<file path="src/rtl/bp_fpga_host_io_arbiter.sv">
// bp_fpga_host_io_arbiter
//
// Lets num_req_p requesters share the single BedRock IO command/response
// port of bp_fpga_host. These requesters are the core IO path, a loopback
// sender and a debug injector.
//
// Commands are arbitrated round-robin and passed straight through with no
// added latency. For each accepted command, the grantee's ID is pushed into
// an in-order tag FIFO. The head of that FIFO steers the next host response
// back to the requester that issued it.
//
// Ports
//   clk_i                 clock
//   reset_i               synchronous active-high reset
//   req_cmd_i             requester commands, requester i in [i*msg_width_p +: msg_width_p]
//   req_cmd_v_i           per-requester command valid
//   req_cmd_ready_and_o   per-requester command accept (ready&valid)
//   req_resp_o            host response, broadcast to all requesters
//   req_resp_v_o          response valid, one-hot to the owning requester
//   req_resp_yumi_i       per-requester response consume
//   host_cmd_o            command to fpga_host io_cmd_i
//   host_cmd_v_o          command valid to fpga_host
//   host_cmd_ready_and_i  fpga_host command ready
//   host_resp_i           response from fpga_host io_resp_o
//   host_resp_v_i         response valid from fpga_host
//   host_resp_yumi_o      response consume to fpga_host
//   outstanding_o         number of commands awaiting a response
//   error_o               sticky flag: a response arrived with nothing outstanding
module bp_fpga_host_io_arbiter #(
    parameter int num_req_p      = 2,
    parameter int msg_width_p    = 128,
    parameter int max_outstand_p = 4
) (
    input  logic                                  clk_i,
    input  logic                                  reset_i,
    input  logic [num_req_p*msg_width_p-1:0]      req_cmd_i,
    input  logic [num_req_p-1:0]                  req_cmd_v_i,
    output logic [num_req_p-1:0]                  req_cmd_ready_and_o,
    output logic [msg_width_p-1:0]                req_resp_o,
    output logic [num_req_p-1:0]                  req_resp_v_o,
    input  logic [num_req_p-1:0]                  req_resp_yumi_i,
    output logic [msg_width_p-1:0]                host_cmd_o,
    output logic                                  host_cmd_v_o,
    input  logic                                  host_cmd_ready_and_i,
    input  logic [msg_width_p-1:0]                host_resp_i,
    input  logic                                  host_resp_v_i,
    output logic                                  host_resp_yumi_o,
    output logic [$clog2(max_outstand_p+1)-1:0]   outstanding_o,
    output logic                                  error_o
);

    localparam int tag_w_lp  = (num_req_p > 1) ? $clog2(num_req_p) : 1;
    localparam int addr_w_lp = (max_outstand_p > 1) ? $clog2(max_outstand_p) : 1;
    localparam int cnt_w_lp  = $clog2(max_outstand_p + 1);

    logic                 reset_hold_r;
    logic [tag_w_lp-1:0]  ptr_r;
    logic [tag_w_lp-1:0]  tag_mem [max_outstand_p];
    logic [addr_w_lp-1:0] wr_ptr_r;
    logic [addr_w_lp-1:0] rd_ptr_r;
    logic [cnt_w_lp-1:0]  count_r;
    logic                 error_r;

    logic                 blocked;
    logic                 fifo_full;
    logic                 fifo_empty;
    logic [tag_w_lp-1:0]  grant_idx;
    logic                 grant_found;
    logic                 fire;
    logic                 pop;
    logic                 unsolicited;
    logic [tag_w_lp-1:0]  head_tag;
    logic [tag_w_lp-1:0]  ptr_next;
    logic [addr_w_lp-1:0] wr_ptr_next;
    logic [addr_w_lp-1:0] rd_ptr_next;

    // All handshake outputs stay low during reset and for one cycle after
    // it. This gives the host side a clean cycle to come out of its own
    // reset.
    always_ff @(posedge clk_i) begin
        reset_hold_r <= reset_i;
    end

    assign blocked    = reset_i | reset_hold_r;
    assign fifo_full  = (count_r == cnt_w_lp'(max_outstand_p));
    assign fifo_empty = (count_r == '0);
    assign head_tag   = tag_mem[rd_ptr_r];

    // Round-robin search: the first valid requester at or above ptr_r,
    // wrapping modulo num_req_p.
    always_comb begin
        int                  idx;
        logic [tag_w_lp-1:0] idx_t;
        idx         = 0;
        idx_t       = '0;
        grant_idx   = ptr_r;
        grant_found = 1'b0;
        for (int k = 0; k < num_req_p; k++) begin
            idx = int'(ptr_r) + k;
            if (idx >= num_req_p) begin
                idx = idx - num_req_p;
            end
            idx_t = tag_w_lp'(idx);
            if (!grant_found && req_cmd_v_i[idx_t]) begin
                grant_found = 1'b1;
                grant_idx   = idx_t;
            end
        end
    end

    // Valid is never qualified by host ready. A full tag FIFO blocks
    // grants even when a pop happens in the same cycle.
    assign host_cmd_v_o = ~blocked & grant_found & ~fifo_full;
    assign host_cmd_o   = req_cmd_i[grant_idx*msg_width_p +: msg_width_p];
    assign fire         = host_cmd_v_o & host_cmd_ready_and_i;

    always_comb begin
        req_cmd_ready_and_o = '0;
        if (fire) begin
            req_cmd_ready_and_o[grant_idx] = 1'b1;
        end
    end

    // Route responses to the FIFO head. A yumi only counts when it comes
    // from the head owner. With nothing outstanding, any response is
    // drained and flagged as an error.
    always_comb begin
        req_resp_v_o     = '0;
        host_resp_yumi_o = 1'b0;
        pop              = 1'b0;
        unsolicited      = 1'b0;
        if (!blocked) begin
            if (!fifo_empty) begin
                req_resp_v_o[head_tag] = host_resp_v_i;
                host_resp_yumi_o       = req_resp_yumi_i[head_tag];
                pop                    = req_resp_yumi_i[head_tag];
            end else begin
                host_resp_yumi_o = host_resp_v_i;
                unsolicited      = host_resp_v_i;
            end
        end
    end

    assign req_resp_o = host_resp_i;

    assign ptr_next    = (grant_idx == tag_w_lp'(num_req_p - 1)) ? '0 : grant_idx + 1'b1;
    assign wr_ptr_next = (wr_ptr_r == addr_w_lp'(max_outstand_p - 1)) ? '0 : wr_ptr_r + 1'b1;
    assign rd_ptr_next = (rd_ptr_r == addr_w_lp'(max_outstand_p - 1)) ? '0 : rd_ptr_r + 1'b1;

    // Tag storage needs no reset because occupancy is tracked separately.
    always_ff @(posedge clk_i) begin
        if (fire) begin
            tag_mem[wr_ptr_r] <= grant_idx;
        end
    end

    // Priority pointer, FIFO pointers, occupancy and the sticky error
    // flag. Reset discards any tags still in flight.
    always_ff @(posedge clk_i) begin
        if (reset_i) begin
            ptr_r    <= '0;
            wr_ptr_r <= '0;
            rd_ptr_r <= '0;
            count_r  <= '0;
            error_r  <= 1'b0;
        end else begin
            if (fire) begin
                ptr_r    <= ptr_next;
                wr_ptr_r <= wr_ptr_next;
            end
            if (pop) begin
                rd_ptr_r <= rd_ptr_next;
            end
            case ({fire, pop})
                2'b10:   count_r <= count_r + 1'b1;
                2'b01:   count_r <= count_r - 1'b1;
                default: count_r <= count_r;
            endcase
            if (unsolicited) begin
                error_r <= 1'b1;
            end
        end
    end

    assign outstanding_o = count_r;
    assign error_o       = error_r;

endmodule

</file>
<file path="config.mk">
export PLATFORM = sky130hd
export DESIGN_NAME = bp_fpga_host_io_arbiter
export DESIGN_NICKNAME = d
export VERILOG_FILES = /design/src/rtl/bp_fpga_host_io_arbiter.sv
export SDC_FILE = /design/constraint.sdc
export NUM_CORES = 1
export LEC_CHECK = 0
export ABC_AREA = 1
export ABC_CLOCK_PERIOD_IN_PS = 2600
export CAP_MARGIN = 40
export CORE_AREA = 3 3 252 254
export DETAILED_ROUTE_END_ITERATION = 10
export DIE_AREA = 0 0 255 257
export PLACE_DENSITY = 0.38
export RECOVER_POWER = 25
export SLEW_MARGIN = 5
export SYNTH_ARGS = -nofsm -noshare
export SYNTH_HDL_FRONTEND = slang
export SYNTH_SLANG_ARGS = --single-unit
export TNS_END_PERCENT = 5
</file>
<file path="constraint.sdc">
create_clock -name clk_i -period 2.6 [get_ports clk_i]
set_input_delay 0.39 -clock clk_i [delete_from_list [all_inputs] [get_ports clk_i]]
set_output_delay 0.39 -clock clk_i [all_outputs]
set_load 0.005 [all_outputs]
</file>
==> run_results.csv <==
group,metric,value,unit
min_path,hold_path_startpoint,"error_o$_SDFFE_PP0P_",
power_and_ir_drop,swShare,31.4,%
clocking,clockRootBuffer,"clkbuf_16",
power_and_ir_drop,cellLeakagePower,3.68,nW
floorplan,ios,658,
layout,drive_gt1_share,5.82,%
clocking,cts_inserted_buffers,3,
grt,grt_pass1_wl,30200,um
yosys,synth_top_area_share,44.9,%
setup_path,worst_setup_path_start_kind,"flip-flop",
setup_path,crit_type,"flip-flop to primary output",
placement,post-place-ws,-0.157,ns
power_and_ir_drop,internal-power,0.00125,W
setup_path,cp_data_arrival_time,2.02,ns
sta,clock.fmax,416,MHz
route,viasPerCell,2.77,
setup_path,path_max_fanout,24,
placement,dp_hpwl,20100,um
sta,period_minus_slack,2.41,ns
clocking,cts_tree,"built",
power_and_ir_drop,comb_power_share,68.8,%
power_and_ir_drop,ir_drop,0.000154,V
clocking,clock_path_buffers,2,
yosys,ys_seq_elements,16,
route,drt-total-wl,24000,um
sta,hold_viol,0,
setup_path,cp-end-kind,"primary output",
layout,synthToLayoutAreaGrowth,133,%
grt,antenna_found_initial,0,
layout,fillers,7157,
floorplan,core_area,61500,um2
sta,setup_violations,0,
clocking,htree_levels,1,
power_and_ir_drop,power_density,234,nW/um2
run,cap_violations,0,
sta,setup_slack,0.195,ns
setup_path,crit_path_cell_trace,"nand2_1, nand2_2, o21ai_4, buf_6, clkinv_8, buf_16, nand2_1, nand2_1, clkdlybuf4s50_1",
setup_path,cp.required,2.21,ns
setup_path,crit_path_top_delay_cell,"clkdlybuf4s50_1",
power_and_ir_drop,seq_power_share,14.7,%
yosys,avgSynthCellArea,5.19,um2
yosys,synth_area_leaders,"nand2_1 (45%), buf_4 (29%), dfxtp_1 (7.2%), buf_2 (3.7%), edfxtp_1 (3.6%)",
power_and_ir_drop,power.switching,0.000575,W
sta,worst_slew_pin_slew,0.343,ns
setup_path,cp_top_family,"buffers and inverters",
yosys,ys_async_sr_fraction,0,%
power_and_ir_drop,pwr-share-clk,16.6,%
yosys,ys_seq_area_share,10.8,%
yosys,synth_area_leader_cell,"nand2_1",
clocking,insertion_delay,0.25,ns
setup_path,path_common_cell,"nand2_1",
floorplan,std_cell_rows,91,
route,vias,4760,
clocking,clkSlewWorstSetupHoldPaths,0.05,ns
setup_path,crit_path_start,"ptr_r$_SDFFE_PP0P_",
layout,postLayoutCoreUtil,12.7,%
grt,grt_overflow,0,
sta,finalClockSkew,0.00295,ns
sta,slew_violations,0,
yosys,syn_inst,645,
clocking,cts-hold-fix-buffers,0,
sta,hold_ws,0.452,ns
yosys,ys.flop_type,"dfxtp_1",
yosys,synth_nets,1044,
layout,fin_nets,1328,
yosys,yosys-top-cells-count,"nand2_1 (401), buf_4 (131), buf_2 (25)",
yosys,ys.warnings.count,0,
route,wire_per_inst,13.9,um
floorplan,design.die.area,65500,um2
yosys,syn_area,3350,um2
grt,grt_start_max_net_pins,49,
placement,portBuffers,401,
route,dr.pass1.iters,4,
floorplan,initial_core_util,5.45,%
placement,gp_congestion,0.887,
floorplan,fp.dieH,257,um
sta,slew_headroom,77.0,%
yosys,synth_most_common_cell,"nand2_1",
setup_path,slowest_delay,0.53,ns
run_status,status,"finished, final reports clean",
route,drc_errors,0,
yosys,yosysUniqueCellTypes,18,
sta,post-route-period-util,92.5,%
grt,grt_use_total,6.22,%
grt,first_global_vias,4866,
floorplan,die_w,255,um
yosys,synth_edf_count,4,
setup_path,worst-path-buf-inv,4,
min_path,hold_class,"flip-flop to flip-flop",
sta,rsz0062_at_grt,"false",
route,ant_nets,0,
route,initialDrtViolationCount,178,
clocking,cts_sinks,16,
[per-layer routing]
layer  global-route usage, %  share of wire (%)  routed length, um
met5                   0.526                  0                  0
met2                    12.1                 52              12400
met3                    3.08                 13               3080
met4                    2.33                3.4                814
met1                    5.32                 32               7700
[cells by family after synthesis]
logic type / Yosys count / share of synthesized area [%]
and+or+nand+nor: 429 / 48.4
buffers and inverters: 179 / 35.7
DFF: 16 / 10.8
AOI/OAI and AO/OA: 14 / 2.28
adders and majority gates: 7 / 2.84
[cell usage in the layout, fill, tap and decap left out, types with 2 or more instances in the layout]
cell and n:
clkdlybuf4s50_1 324, dlymetal6s2s_1 27, nor2_1 19, nand2_1 392
ha_1 6, inv_1 20, nand2_2 10, o21ai_0 5
clkbuf_2 2, edfxtp_1 4, nand3_1 7, dfxtp_1 12
clkbuf_16 6, dlygate4sd2_1 47, buf_6 3, buf_4 20
buf_12 8, a21oi_1 7
[path summary, 6_finish.rpt]
kind | slack [ns] | depth (start not counted) | to
hold reg to reg | 0.45 | 2 | error_o$_SDFFE_PP0P_
hold / removal | 0.45 | 2 | error_o$_SDFFE_PP0P_
setup / recovery | 0.19 | 9 | host_cmd_o[100]
setup reg to reg | 0.57 | 13 | outstanding_o[2]$_SDFFE_PP0P_
[power groups by stage]
stage                     logic (W)  clock network, W  registers [W]
after global routing        0.00137          0.000329       0.000269
after floorplan            0.000480                 0       0.000273
final                       0.00126          0.000303       0.000269
after global placement      0.00130                 0       0.000274
after detailed placement    0.00128                 0       0.000274
after CTS                   0.00124          0.000312       0.000269
[repair_timing]
item	4_1_cts	5_1_grt
pin swaps	0	1
setup buffers	0	4
gates resized for setup	57	41
setup endpoints to repair	87	64
cloned	0	3
[metrics by stage]
step	std cells	TNS [ns]	area (um2)	total power [W]
CTS	1711	-2.55	7600	0.00182
detailed placement	1707	-7.38	7560	0.00156
finish	1719	0	7810	0.00183
global placement	1707	-7.93	7560	0.00157
global route	1718	0	7810	0.00197
floorplan	645	0	3350	0.000752
[worst min-delay path, delay by kind of cell (launching register included)]
kind	cells	cell delay (ns)
flip-flops	1	0.31
AND/OR/NAND/NOR	2	0.10
[area by class of cell]
type / count / area [um2] / share of cell area, %
repair buffers: 436 / 4460 / 57.1
inverters: 22 / 95.1 / 1.22
flip-flops and latches: 16 / 360 / 4.61
well taps: 790 / 988 / 12.7
clock inverters: 1 / 3.75 / 0.0480
clock buffers: 3 / 75.1 / 0.961
multi-input cells: 450 / 1820 / 23.3
diodes: 1 / 2.50 / 0.0320
(Power assumes the default switching activity.)
